## src/rtl/rf_scoreboard_pkg.sv

```systemverilog
// Shared widths and forwarding-bus channel ordering for the RAW scoreboard and
// the EX/MEM stage bus packers.
package rf_scoreboard_pkg;

  localparam int unsigned SB_AW    = 5;
  localparam int unsigned SB_DW    = 32;
  localparam int unsigned SB_CNT_W = 2;

  // Lower channel index is younger; packers place EX in channel 0.
  localparam int unsigned FWD_CH_EX  = 0;
  localparam int unsigned FWD_CH_MEM = 1;
  localparam int unsigned SB_NFWD    = FWD_CH_MEM + 1;

  // LSB position of channel ch on a bus packed with fields of the given width.
  function automatic int unsigned chan_lo(input int unsigned ch, input int unsigned width);
    return ch * width;
  endfunction

endpackage

```

## src/rtl/rf_scoreboard_fwd_select.sv

```systemverilog
// Priority forwarding match for one source operand: channels (youngest first),
// then the writeback bypass, then the regfile.
module rf_scoreboard_fwd_select
  import rf_scoreboard_pkg::*;
#(
  parameter int unsigned AW   = SB_AW,
  parameter int unsigned DW   = SB_DW,
  parameter int unsigned NFWD = SB_NFWD
) (
  input  logic [AW-1:0]      idx,
  input  logic [NFWD-1:0]    fwd_valid,
  input  logic [NFWD-1:0]    fwd_ready,
  input  logic [NFWD*AW-1:0] fwd_reg,
  input  logic [NFWD*DW-1:0] fwd_data,
  input  logic               wb_valid,
  input  logic [AW-1:0]      wb_reg,
  input  logic [DW-1:0]      wb_data,
  input  logic [DW-1:0]      rf_rdata,
  output logic [DW-1:0]      value,
  output logic               hit,
  output logic               hit_ready
);

  // Walk oldest to youngest so the youngest match overwrites; WB is older than all channels.
  always_comb begin
    value     = rf_rdata;
    hit       = 1'b0;
    hit_ready = 1'b0;
    if (wb_valid && wb_reg == idx) begin
      value     = wb_data;
      hit       = 1'b1;
      hit_ready = 1'b1;
    end
    for (int k = int'(NFWD) - 1; k >= int'(FWD_CH_EX); k--) begin
      if (fwd_valid[k] && fwd_reg[chan_lo(k, AW) +: AW] == idx) begin
        value     = fwd_data[chan_lo(k, DW) +: DW];
        hit       = 1'b1;
        hit_ready = fwd_ready[k];
      end
    end
  end

endmodule

```

## src/rtl/rf_scoreboard.sv

```systemverilog
// Decode-stage RAW hazard unit: per-register pending-writer counters, operand
// forwarding select and decode stall.
module rf_scoreboard
  import rf_scoreboard_pkg::*;
#(
  parameter int unsigned NREG  = 32,
  parameter int unsigned AW    = SB_AW,
  parameter int unsigned DW    = SB_DW,
  parameter int unsigned NFWD  = SB_NFWD,
  parameter int unsigned CNT_W = SB_CNT_W
) (
  input  logic               clk,
  input  logic               resetn,
  input  logic               ds_valid,
  input  logic               ds_fire,
  input  logic               ds_src1_need,
  input  logic [AW-1:0]      ds_src1,
  input  logic               ds_src2_need,
  input  logic [AW-1:0]      ds_src2,
  input  logic               ds_gr_we,
  input  logic [AW-1:0]      ds_dest,
  input  logic [DW-1:0]      rf_rdata1,
  input  logic [DW-1:0]      rf_rdata2,
  input  logic [NFWD-1:0]    fwd_valid,
  input  logic [NFWD-1:0]    fwd_ready,
  input  logic [NFWD*AW-1:0] fwd_reg,
  input  logic [NFWD*DW-1:0] fwd_data,
  input  logic               wb_valid,
  input  logic [AW-1:0]      wb_reg,
  input  logic [DW-1:0]      wb_data,
  input  logic               flush,
  output logic [DW-1:0]      src1_value,
  output logic [DW-1:0]      src2_value,
  output logic               ds_stall,
  output logic               sb_err
);

  localparam logic [CNT_W-1:0] CntMax = {CNT_W{1'b1}};

  logic [CNT_W-1:0] cnt_q [NREG];
  logic [CNT_W-1:0] cnt_d [NREG];
  logic             sb_err_q, sb_err_d;

  logic [DW-1:0] sel1_value, sel2_value;
  logic          hit1, hit1_ready, hit2, hit2_ready;
  logic          stall1, stall2, full;
  logic          inc, dec;

  rf_scoreboard_fwd_select #(
    .AW   (AW),
    .DW   (DW),
    .NFWD (NFWD)
  ) u_fwd_select_src1 (
    .idx       (ds_src1),
    .fwd_valid (fwd_valid),
    .fwd_ready (fwd_ready),
    .fwd_reg   (fwd_reg),
    .fwd_data  (fwd_data),
    .wb_valid  (wb_valid),
    .wb_reg    (wb_reg),
    .wb_data   (wb_data),
    .rf_rdata  (rf_rdata1),
    .value     (sel1_value),
    .hit       (hit1),
    .hit_ready (hit1_ready)
  );

  rf_scoreboard_fwd_select #(
    .AW   (AW),
    .DW   (DW),
    .NFWD (NFWD)
  ) u_fwd_select_src2 (
    .idx       (ds_src2),
    .fwd_valid (fwd_valid),
    .fwd_ready (fwd_ready),
    .fwd_reg   (fwd_reg),
    .fwd_data  (fwd_data),
    .wb_valid  (wb_valid),
    .wb_reg    (wb_reg),
    .wb_data   (wb_data),
    .rf_rdata  (rf_rdata2),
    .value     (sel2_value),
    .hit       (hit2),
    .hit_ready (hit2_ready)
  );

  // A pending writer with no ready producer on the youngest match blocks the read.
  always_comb begin
    stall1 = ds_src1_need && ds_src1 != '0 && cnt_q[ds_src1] != '0 && (!hit1 || !hit1_ready);
    stall2 = ds_src2_need && ds_src2 != '0 && cnt_q[ds_src2] != '0 && (!hit2 || !hit2_ready);
    full   = ds_gr_we && ds_dest != '0 && cnt_q[ds_dest] == CntMax;
    ds_stall   = ds_valid && (stall1 || stall2 || full);
    src1_value = (ds_src1 == '0) ? '0 : sel1_value;
    src2_value = (ds_src2 == '0) ? '0 : sel2_value;
  end

  always_comb begin
    cnt_d    = cnt_q;
    sb_err_d = sb_err_q;
    inc      = ds_fire && ds_gr_we && ds_dest != '0 && !ds_stall;
    dec      = wb_valid && wb_reg != '0;
    if (ds_fire && ds_stall) begin
      sb_err_d = 1'b1;
    end
    if (flush) begin
      for (int r = 0; r < int'(NREG); r++) begin
        cnt_d[r] = '0;
      end
    end else if (!(inc && dec && ds_dest == wb_reg)) begin
      if (inc) begin
        if (cnt_q[ds_dest] == CntMax) begin
          sb_err_d = 1'b1;
        end else begin
          cnt_d[ds_dest] = cnt_q[ds_dest] + 1'b1;
        end
      end
      if (dec) begin
        if (cnt_q[wb_reg] == '0) begin
          sb_err_d = 1'b1;
        end else begin
          cnt_d[wb_reg] = cnt_q[wb_reg] - 1'b1;
        end
      end
    end
  end

  always_ff @(posedge clk) begin
    if (!resetn) begin
      for (int r = 0; r < int'(NREG); r++) begin
        cnt_q[r] <= '0;
      end
      sb_err_q <= 1'b0;
    end else begin
      cnt_q    <= cnt_d;
      sb_err_q <= sb_err_d;
    end
  end

  assign sb_err = sb_err_q;

endmodule
```

## config.mk

```make
export PLATFORM = sky130hd
export DESIGN_NAME = rf_scoreboard
export DESIGN_NICKNAME = d
export VERILOG_FILES = /design/src/rtl/rf_scoreboard_pkg.sv /design/src/rtl/rf_scoreboard_fwd_select.sv /design/src/rtl/rf_scoreboard.sv
export SDC_FILE = /design/constraint.sdc
export NUM_CORES = 1
export LEC_CHECK = 0
export ABC_AREA = 0
export CELL_PAD_IN_SITES_DETAIL_PLACEMENT = 1
export CELL_PAD_IN_SITES_GLOBAL_PLACEMENT = 1
export CORE_MARGIN = 2
export CORE_UTILIZATION = 34
export DETAILED_ROUTE_END_ITERATION = 12
export GPL_TIMING_DRIVEN = 0
export PLACE_DENSITY = 0.86
export RECOVER_POWER = 25
export SETUP_SLACK_MARGIN = 0.02
export SLEW_MARGIN = 20
export SYNTH_ARGS = -nofsm -noshare
export SYNTH_HDL_FRONTEND = slang
export SYNTH_SLANG_ARGS = --single-unit
```

## constraint.sdc

```tcl
create_clock -name clk -period 5.75 [get_ports clk]
set_input_delay 1.15 -clock clk [delete_from_list [all_inputs] [get_ports clk]]
set_output_delay 1.15 -clock clk [all_outputs]
set_load 0.05 [all_outputs]
```

Yosys cells after proc, flatten, opt, wreduce, memory -nomap -nowiden
Cells that the tools add are included.

Add/subtract/negate cells: 2. Magnitude comparators: 6. Equality and inequality tests: 8. Muxes and demuxes: 49. Bitwise operators: 5. Reduce and logical (&&, ||, !) cells: 43.

Operators with widths (count): $mux 64 (6); $mux 32 (8); $bwmux 64 (2); $bmux 2 s5 (4); $eq 5x5->1 (7); $ge 6x6->1 const B (4); $logic_and 1x1->1 (24); $not 5->6 (4); $demux 2 s5 (2); $mux 2 (10); $reduce_bool 5->1 (4); $mux 1 (17); $lt 6x1->1 const B (2); $logic_not 5->1 (2); $logic_not 1->1 (5); $logic_or 1x1->1 (4); $reduce_bool 2->1 (2); $add 2x1->2 const B (1); $eq 2x2->1 const B (1); $logic_not 2->1 (1); $reduce_or 2->1 (1); $sub 2x1->2 const B (1); $not 1->1 (1).

Register bits after elaboration: 65. Logic and storage cells: 146.

Logic depth before layout (Yosys ltp)
Gate-level depths: netlist (run 1).

Word-level depth: 20. Gate-level depth with buffers: 18. Depth with buffers taken out: 14.

Modules after synthesis
A second synthesis (run 1) with hierarchy kept.

Cell total of the unflattened synthesis: 1199. Area, all modules: 8994.9 µm².

Modules (own cells, without submodules): rf_scoreboard (times used 1, cells an instance 765, area each 6162.2 µm², sequential area each 1301.2 µm²); rf_scoreboard_fwd_select (times used 2, cells an instance 217, area each 1416.4 µm², sequential area each 0.0 µm²).

Least setup slack after synthesis (run 1)
No wires, ideal clock.

Path type: input to output. Start: input port ds_dest[2]. End: output port ds_stall. Data arrival time: 3.524 ns. Slack: 1.076 ns. Cell stages on the path: 9. Path through: clkbuf_1 > nor3b_1 > nand2_1 > nand4_1 > clkbuf_1 > buf_1 > ha_1 > nand3_1 > nand2b_1.

Cells in the longest elaborated chain, start to end: 8. Elaborated cells on any way between the ends: 10. Classes of those cells: 1 x eq/ne; 3 x mux; 1 x bitwise; 5 x reduce/logical.

RTL lines: start, declared (RTL line rf_scoreboard.sv:21) `input logic [AW-1:0] ds_dest,`; $not 5->6 (not written as such) (RTL line rf_scoreboard.sv:91) `full = ds_gr_we && ds_dest != '0 && cnt_q[ds_dest] == CntMax;`; $bmux 2 s5 (RTL line rf_scoreboard.sv:91); $mux 2 (not written as such) (2 in series) (RTL line rf_scoreboard.sv:91); $eq 2x2->1 (RTL line rf_scoreboard.sv:91); $logic_and 1x1->1 (*) (RTL line rf_scoreboard.sv:91); $logic_or 1x1->1 (*) (RTL line rf_scoreboard.sv:92) `ds_stall = ds_valid && (stall1 || stall2 || full);`; $logic_and 1x1->1 (*) (RTL line rf_scoreboard.sv:92); end, declared (RTL line rf_scoreboard.sv:34) `output logic ds_stall,`.

Every way passes the cells marked *; elsewhere a longest branch is shown, timed or not. The select of a mux whose other input is x is not followed.

Worst setup path in the final report (run 1)
Start: input port ds_dest[1]. End: output port ds_stall.

The elaborated chain is that of the path after synthesis.

==> results.py, run 1 <==
metrics = {
    "clocking": {
        "clkTransAtPathRegs_ns": 0.06,
        "clock_sinks": 65,
        "cts_inserted_buffers": 9,
        "htreeDepth": 3,
        "cts_tree": "done",
        "clockBufferDepth": 2,
        "ctsRootBufferMaster": "clkbuf_16",
        "worstSkewPairLatency_ns": 0.36,
        "ctsHoldBuffers": 0,
    },
    "synthesis": {
        "ys_warn_count": 0,
        "netlist_area_sq_um": 8410,
        "async_reset_ff_frac": 0,
        "synth_top_area_frac": 0.155,
        "synth_edf_count": 0,
        "ys_seq_area_frac": 0.155,
        "syn_avg_cell_area_sq_um": 7.00,
        "synth_cell_types": 58,
        "synthCells": 1201,
        "synth-seq-cells": 65,
        "synthTopCellsByArea": "dfxtp_1 (15%), mux2i_1 (14%), mux4_2 (9.6%)",
        "syn_nets": 1406,
        "ys.flop_type": "dfxtp_1",
        "synth_top_area_cell": "dfxtp_1",
    },
    "detailed_routing": {
        "drtAntennaViolNets": 0,
        "drt_wl_total_um": 47600,
        "drt_iter0_drc": 1196,
        "drc": 0,
        "vias": 11200,
        "drt_first_pass_iters": 5,
        "vias_per_cell": 6.21,
        "wl_per_cell_um": 26.4,
    },
    "hold_path": {
        "hp-class": "register to register",
    },
    "power_and_ir_drop": {
        "switching_share": 0.355,
        "p_seq_frac": 0.250,
        "switchingPower_uw": 644,
        "p_per_area_nw_per_um2": 154,
        "ir_drop_mv": 0.146,
        "pwr-share-clk": 0.361,
        "combPwrFrac": 0.389,
        "finalPower_uw": 1810,
        "p_int_uw": 1170,
        "p_leak_uw": 0.00435,
    },
    "sta": {
        "tightest_slew_ns": 0.951,
        "period_needed_ns": 5.66,
        "worst_slack_ns": 0.0862,
        "max_freq_mhz": 177,
        "period_share": 0.985,
        "finalSetupViolations": 0,
        "maxSlewViolCount": 0,
        "relSlewSlack": 0.361,
        "hold_violations": 0,
        "grt_setup_unrepaired": "no",
        "skew_ns": 0.00762,
    },
    "floorplanning": {
        "dieArea_sq_um": 26000,
        "die_y_um": 161,
        "die_w_um": 161,
        "num_rows": 57,
        "ios": 269,
        "initial_core_util": 0.346,
        "core-area_sq_um": 24300,
    },
    "placement": {
        "place_hpwl_um": 37200,
        "post-place-ws_ns": -0.967,
        "routabilityCongestion": 1.04,
        "port_buffers": 253,
    },
    "layout": {
        "syn2layout_area_growth_pct": 40.2,
        "layout_common_cells": "clkdlybuf4s50_1 (236), nor2_1 (203), nand2_1 (172)",
        "drive_gt1_frac": 0.0980,
        "finalNetCount": 1670,
        "final_common_cell": "clkdlybuf4s50_1",
    },
    "critical_path": {
        "path_common_cell": "clkbuf_2",
        "critPathArrivalTime_ns": 4.51,
        "worst-setup-path-type": "primary input to primary output",
        "critPathLaunchType": "primary input",
        "cp_data_required_time_ns": 4.60,
        "crit_chain": "clkdlybuf4s50_1 > clkbuf_4 > mux4_2 > a221oi_1 > nand4_1 > clkbuf_2 > buf_2 > ha_1 > nand3_1 > nand2b_1 > clkbuf_2",
        "slowest_delay_ns": 0.62,
        "cp_max_fo": 10,
        "end_kind": "primary output",
        "cp_slowest_cell": "clkdlybuf4s50_1",
    },
    "global_routing": {
        "grt-ovfl-total": 0,
        "antenna_found_initial": 5,
        "grt_pass1_wl_um": 69700,
        "grt_use_total": 0.350,
        "grt_pass1_vias": 11300,
        "grt_max_degree": 12,
    },
    "outcome": {
        "status": "finished, final reports clean",
    },
    "job": {
        "cap_viol_max_count": 0,
    },
}
## worst max-delay path: cells and delay by family
kind            cells  cell delay, ns
buf+inv             5            1.78
simple gates        3            0.51
compound gates      1            0.42
mux                 1            0.35
fa+ha+maj           1            0.31
## timing repair
item                                    in CTS  in global routing
resized for setup                           11                 46
endpoints found under the setup margin      38                 86
setup buffers                                0                  0
## stage by stage
step | setup TNS (ns) | util | cells | cell area (sq um) | hold WS [ns]
global route | 0 | 0.485 | 1799 | 11800 | 0.526
CTS | -0.167 | 0.483 | 1794 | 11700 | 0.502
global placement | -26.20 | 0.467 | 1778 | 11300 | 0.472
finish | 0 | 0.485 | 1799 | 11800 | 0.509
floorplan | 0 | - | 1201 | 8410 | 0.454
detailed placement | -17.74 | 0.467 | 1778 | 11400 | 0.488
## area by class of cell
type                       count  area [sq um]
tap                          324           405
fill                        3064         12500
clock buffer                  10           239
sequential                    65          1300
multi-input combinational   1009          6590
clock inverter                 6           105
buffer                       120           566
timing repair buffer         253          2550
antenna                        5          12.5
inverter                       7          26.3
## Yosys cell counts (8+ instances only)
library cell  count
dfxtp_1          65
nand2_1         172
nor4_1           10
o21ai_0          75
nor2b_1           8
buf_4             8
and2_4            8
a22oi_1          18
xnor2_1           8
a211oi_1         68
xor2_1           27
buf_2            25
nor3b_1           8
a31oi_1           8
o21ai_1          11
buf_1            12
and3_1           11
nor3_1            9
nand3_1          40
mux2i_1         115
a21oi_1         103
nor2_1          204
a311oi_1          9
clkbuf_1         70
mux4_2           36
## routing by layer
metal	vias to the layer above	GRT usage	routed length, um
li1	4863	-	-
met1	5475	0.432	18500
met2	667	0.581	22100
met3	160	0.0606	4020
met4	0	0.194	3000
met5	-	0	0
## power groups by stage
| stage | Combinational (uW) | Clock (uW) | Sequential (uW) |
|---|---|---|---|
| 3_3_place_gp | 684 | 0 | 463 |
| 5_1_grt | 737 | 673 | 453 |
| 4_1_cts | 698 | 661 | 453 |
| 2_1_floorplan | 372 | 0 | 465 |
| 3_5_place_dp | 694 | 0 | 463 |
| 6_report | 706 | 656 | 453 |
## flip-flops by register name, summed over array words and instances (netlist names)
register,cells
sb_err,1
cnt_q,64
## path summary, 6_finish.rpt
kind | from | end | slack (ns) | depth (start not counted)
min reg2reg | cnt_q[12] | cnt_q[12] | 0.51 | 2
max reg2reg | cnt_q[22] | cnt_q[38] | 1.35 | 12
min | cnt_q[12] | cnt_q[12] | 0.51 | 2
max | ds_dest[1] | ds_stall | 0.09 | 11
## logic make-up (layout without fill, tap and decap cells)
logic type               Yosys count  after routing  share of synthesized area
buffers and inverters            127            396                     0.0669
other                              0              5                          0
XOR/XNOR                          35             35                     0.0364
multiplexers                     156            156                      0.240
adder cells (fa/ha/maj)            2              2                    0.00297
flip-flops                        65             65                      0.155
AND/OR/NAND/NOR                  498            498                      0.260
AO/OA/AOI/OAI                    318            318                      0.239
No activity file was read; power rests on OpenSTA's default activity.
==> run 2, diff against run 1 <==
Settings changed: PLACE_DENSITY 0.86 to default, PLACE_DENSITY_LB_ADDON from default to 0.1.
==> run 2 against run 1 <==
- sequential share of layout area hardly changed
- count of clock-buffer cells in the layout increased by 1
- cell count decreased by 0.28%
- sequential cell count is the same
- combinational power decreased by 1%
- power is 5.6% lower
- worst setup slack gained 0.033 ns
- highest routed layer is now met5
==> results.py, run 2 (synthesis results as in run 1) <==
metrics = {
    "sta": {
        "setup_tns_ns": 0,
        "whs_ns": 0.513,
        "finalSetupViolations": 0,
        "period_share": 0.979,
        "tightest_slew_ns": 0.929,
        "period_needed_ns": 5.63,
        "skew_ns": 0.00854,
        "maxSlewViolCount": 0,
        "worst_slack_ns": 0.119,
        "max_freq_mhz": 178,
        "relSlewSlack": 0.379,
        "hold_violations": 0,
        "grt_setup_unrepaired": "no",
    },
    "power_and_ir_drop": {
        "ir_drop_mv": 0.0989,
        "pwr-share-clk": 0.327,
        "combPwrFrac": 0.408,
        "switchingPower_uw": 634,
        "p_seq_frac": 0.265,
        "p_leak_uw": 0.00443,
        "switching_share": 0.370,
        "p_per_area_nw_per_um2": 145,
        "p_int_uw": 1080,
        "finalPower_uw": 1710,
    },
    "global_routing": {
        "grt_use_total": 0.348,
        "antenna_found_initial": 5,
        "grt_pass1_wl_um": 69100,
        "grt-ovfl-total": 0,
        "grt_pass1_vias": 11000,
        "grt_max_degree": 11,
    },
    "layout": {
        "fin_cells": 1794,
        "layout_common_cells": "clkdlybuf4s50_1 (220), nor2_1 (202), nand2_1 (172)",
        "regMostFlops": "cnt_q",
        "finalNetCount": 1671,
        "drive_gt1_frac": 0.0926,
        "final_common_cell": "clkdlybuf4s50_1",
        "syn2layout_area_growth_pct": 40.1,
        "largest_reg_flops": 64,
    },
    "clocking": {
        "worstSkewPairLatency_ns": 0.35,
        "cts_tree": "done",
        "clockBufferDepth": 2,
        "htreeDepth": 3,
        "cts_inserted_buffers": 9,
        "clock_sinks": 65,
        "clkTransAtPathRegs_ns": 0.06,
        "ctsRootBufferMaster": "clkbuf_16",
    },
    "floorplanning": {
        "initial_core_util": 0.346,
        "num_rows": 57,
        "core-area_sq_um": 24300,
        "ios": 269,
        "dieArea_sq_um": 26000,
        "die_y_um": 161,
        "die_w_um": 161,
    },
    "critical_path": {
        "slowest_delay_ns": 0.61,
        "critPathLaunchType": "primary input",
        "cp_max_fo": 10,
        "end_kind": "primary output",
        "worst-setup-path-type": "primary input to primary output",
        "critPathArrivalTime_ns": 4.48,
        "cp_data_required_time_ns": 4.60,
        "reg2reg_to": "cnt_q[46]",
        "critPathTopFamily": "buffers and inverters",
        "r2r_start": "cnt_q[22]",
        "reg2reg_depth": 12,
        "crit_chain": "clkdlybuf4s50_1 > buf_6 > mux4_2 > a221oi_2 > nand4_1 > buf_2 > buf_2 > ha_1 > nand3_1 > nand2b_1 > buf_2",
        "critPathBufInv": 5,
        "cp_slowest_cell": "clkdlybuf4s50_1",
        "path_common_cell": "buf_2",
        "path_depth": 11,
        "rrSetupSlack_ns": 1.48,
    },
    "placement": {
        "post-place-ws_ns": -1.13,
        "routabilityCongestion": 1.03,
        "place_hpwl_um": 36600,
        "port_buffers": 253,
        "dpl.cell_count": 1780,
    },
    "detailed_routing": {
        "drtAntennaViolNets": 0,
        "drt_wl_total_um": 47000,
        "drt_first_pass_iters": 5,
        "vias": 10800,
        "vias_per_cell": 6.03,
        "drt_iter0_drc": 882,
        "drc": 0,
        "wl_per_cell_um": 26.2,
    },
    "hold_path": {
        "hold_path_end": "cnt_q[49]",
        "hp-class": "register to register",
        "hold_depth": 2,
        "worstHoldStart": "cnt_q[49]",
    },
    "job": {
        "cap_viol_max_count": 0,
    },
    "outcome": {
        "status": "finished, final reports clean",
    },
}
-- run 2: cell types whose count changed in the layout (fill, tap and decap cells not counted), sizes merged --
cell,before,now
clkinvlp,0,1
clkbuf,88,86
clkdlybuf4s50,236,220
diode,5,1
bufinv,3,1
clkdlybuf4s15,0,1
dlymetal6s2s,12,26
dlygate4sd2,1,0
buf,44,50
clkinv,3,1
-- run 2: layout make-up --
cell class              instances  area [sq um]
clock inverters                 3          42.5
flip-flops and latches         65          1300
inverters                       7          26.3
repair buffers                255          2580
multi-input cells            1009          6620
well taps                     324           405
clock buffers                  11           243
diodes                          1          2.50
plain buffers                 119           556
fillers                      3095         12500
-- run 2: metal layers --
layer  global-route usage  wire length, um  up-vias
met1                0.415            18400     5238
met3               0.0763             3880      156
met4                0.160             2550        8
li1                     -                -     4858
met2                0.600            22200      562
met5                    0               52        -
-- run 2: what timing repair did --
item / in CTS / in global routing
pin swaps: 0 / 0
buffers inserted: 0 / 0
cloned: 0 / 0
resized for setup: 14 / 46
setup endpoints to repair: 3 / 70
hold buffers: 0 / 0
-- run 2: stage by stage --
step	utilization	instance area [sq um]
finish	0.484	11800
global route	0.484	11800
CTS	0.481	11700
detailed placement	0.468	11400
global placement	0.467	11300
floorplan	-	8410
-- run 2: how the worst max path moves through the flow --
stage	start	to	slack, ns
finish	ds_dest[0]	ds_stall	0.12
detailed placement	ds_dest[1]	ds_stall	-1.13
CTS	ds_dest[0]	ds_stall	0.04
global placement	ds_dest[3]	ds_stall	-1.11
floorplan	ds_dest[2]	ds_stall	1.08
global route	ds_dest[0]	ds_stall	0.02
-- run 2: worst min-delay path: cells and delay by family (launching register included) --
kind             cells  cell delay (ns)
AND/OR/NAND/NOR      1             0.06
flip-flops           1             0.34
multiplexers         1             0.06
-- run 2: power groups by stage --
stage / combinational (uW) / clock (uW) / sequential, uW
after CTS: 697 / 559 / 453
after detailed placement: 693 / 0 / 463
after floorplan: 372 / 0 / 465
after global routing: 732 / 577 / 453
after global placement: 684 / 0 / 463
final: 699 / 560 / 453
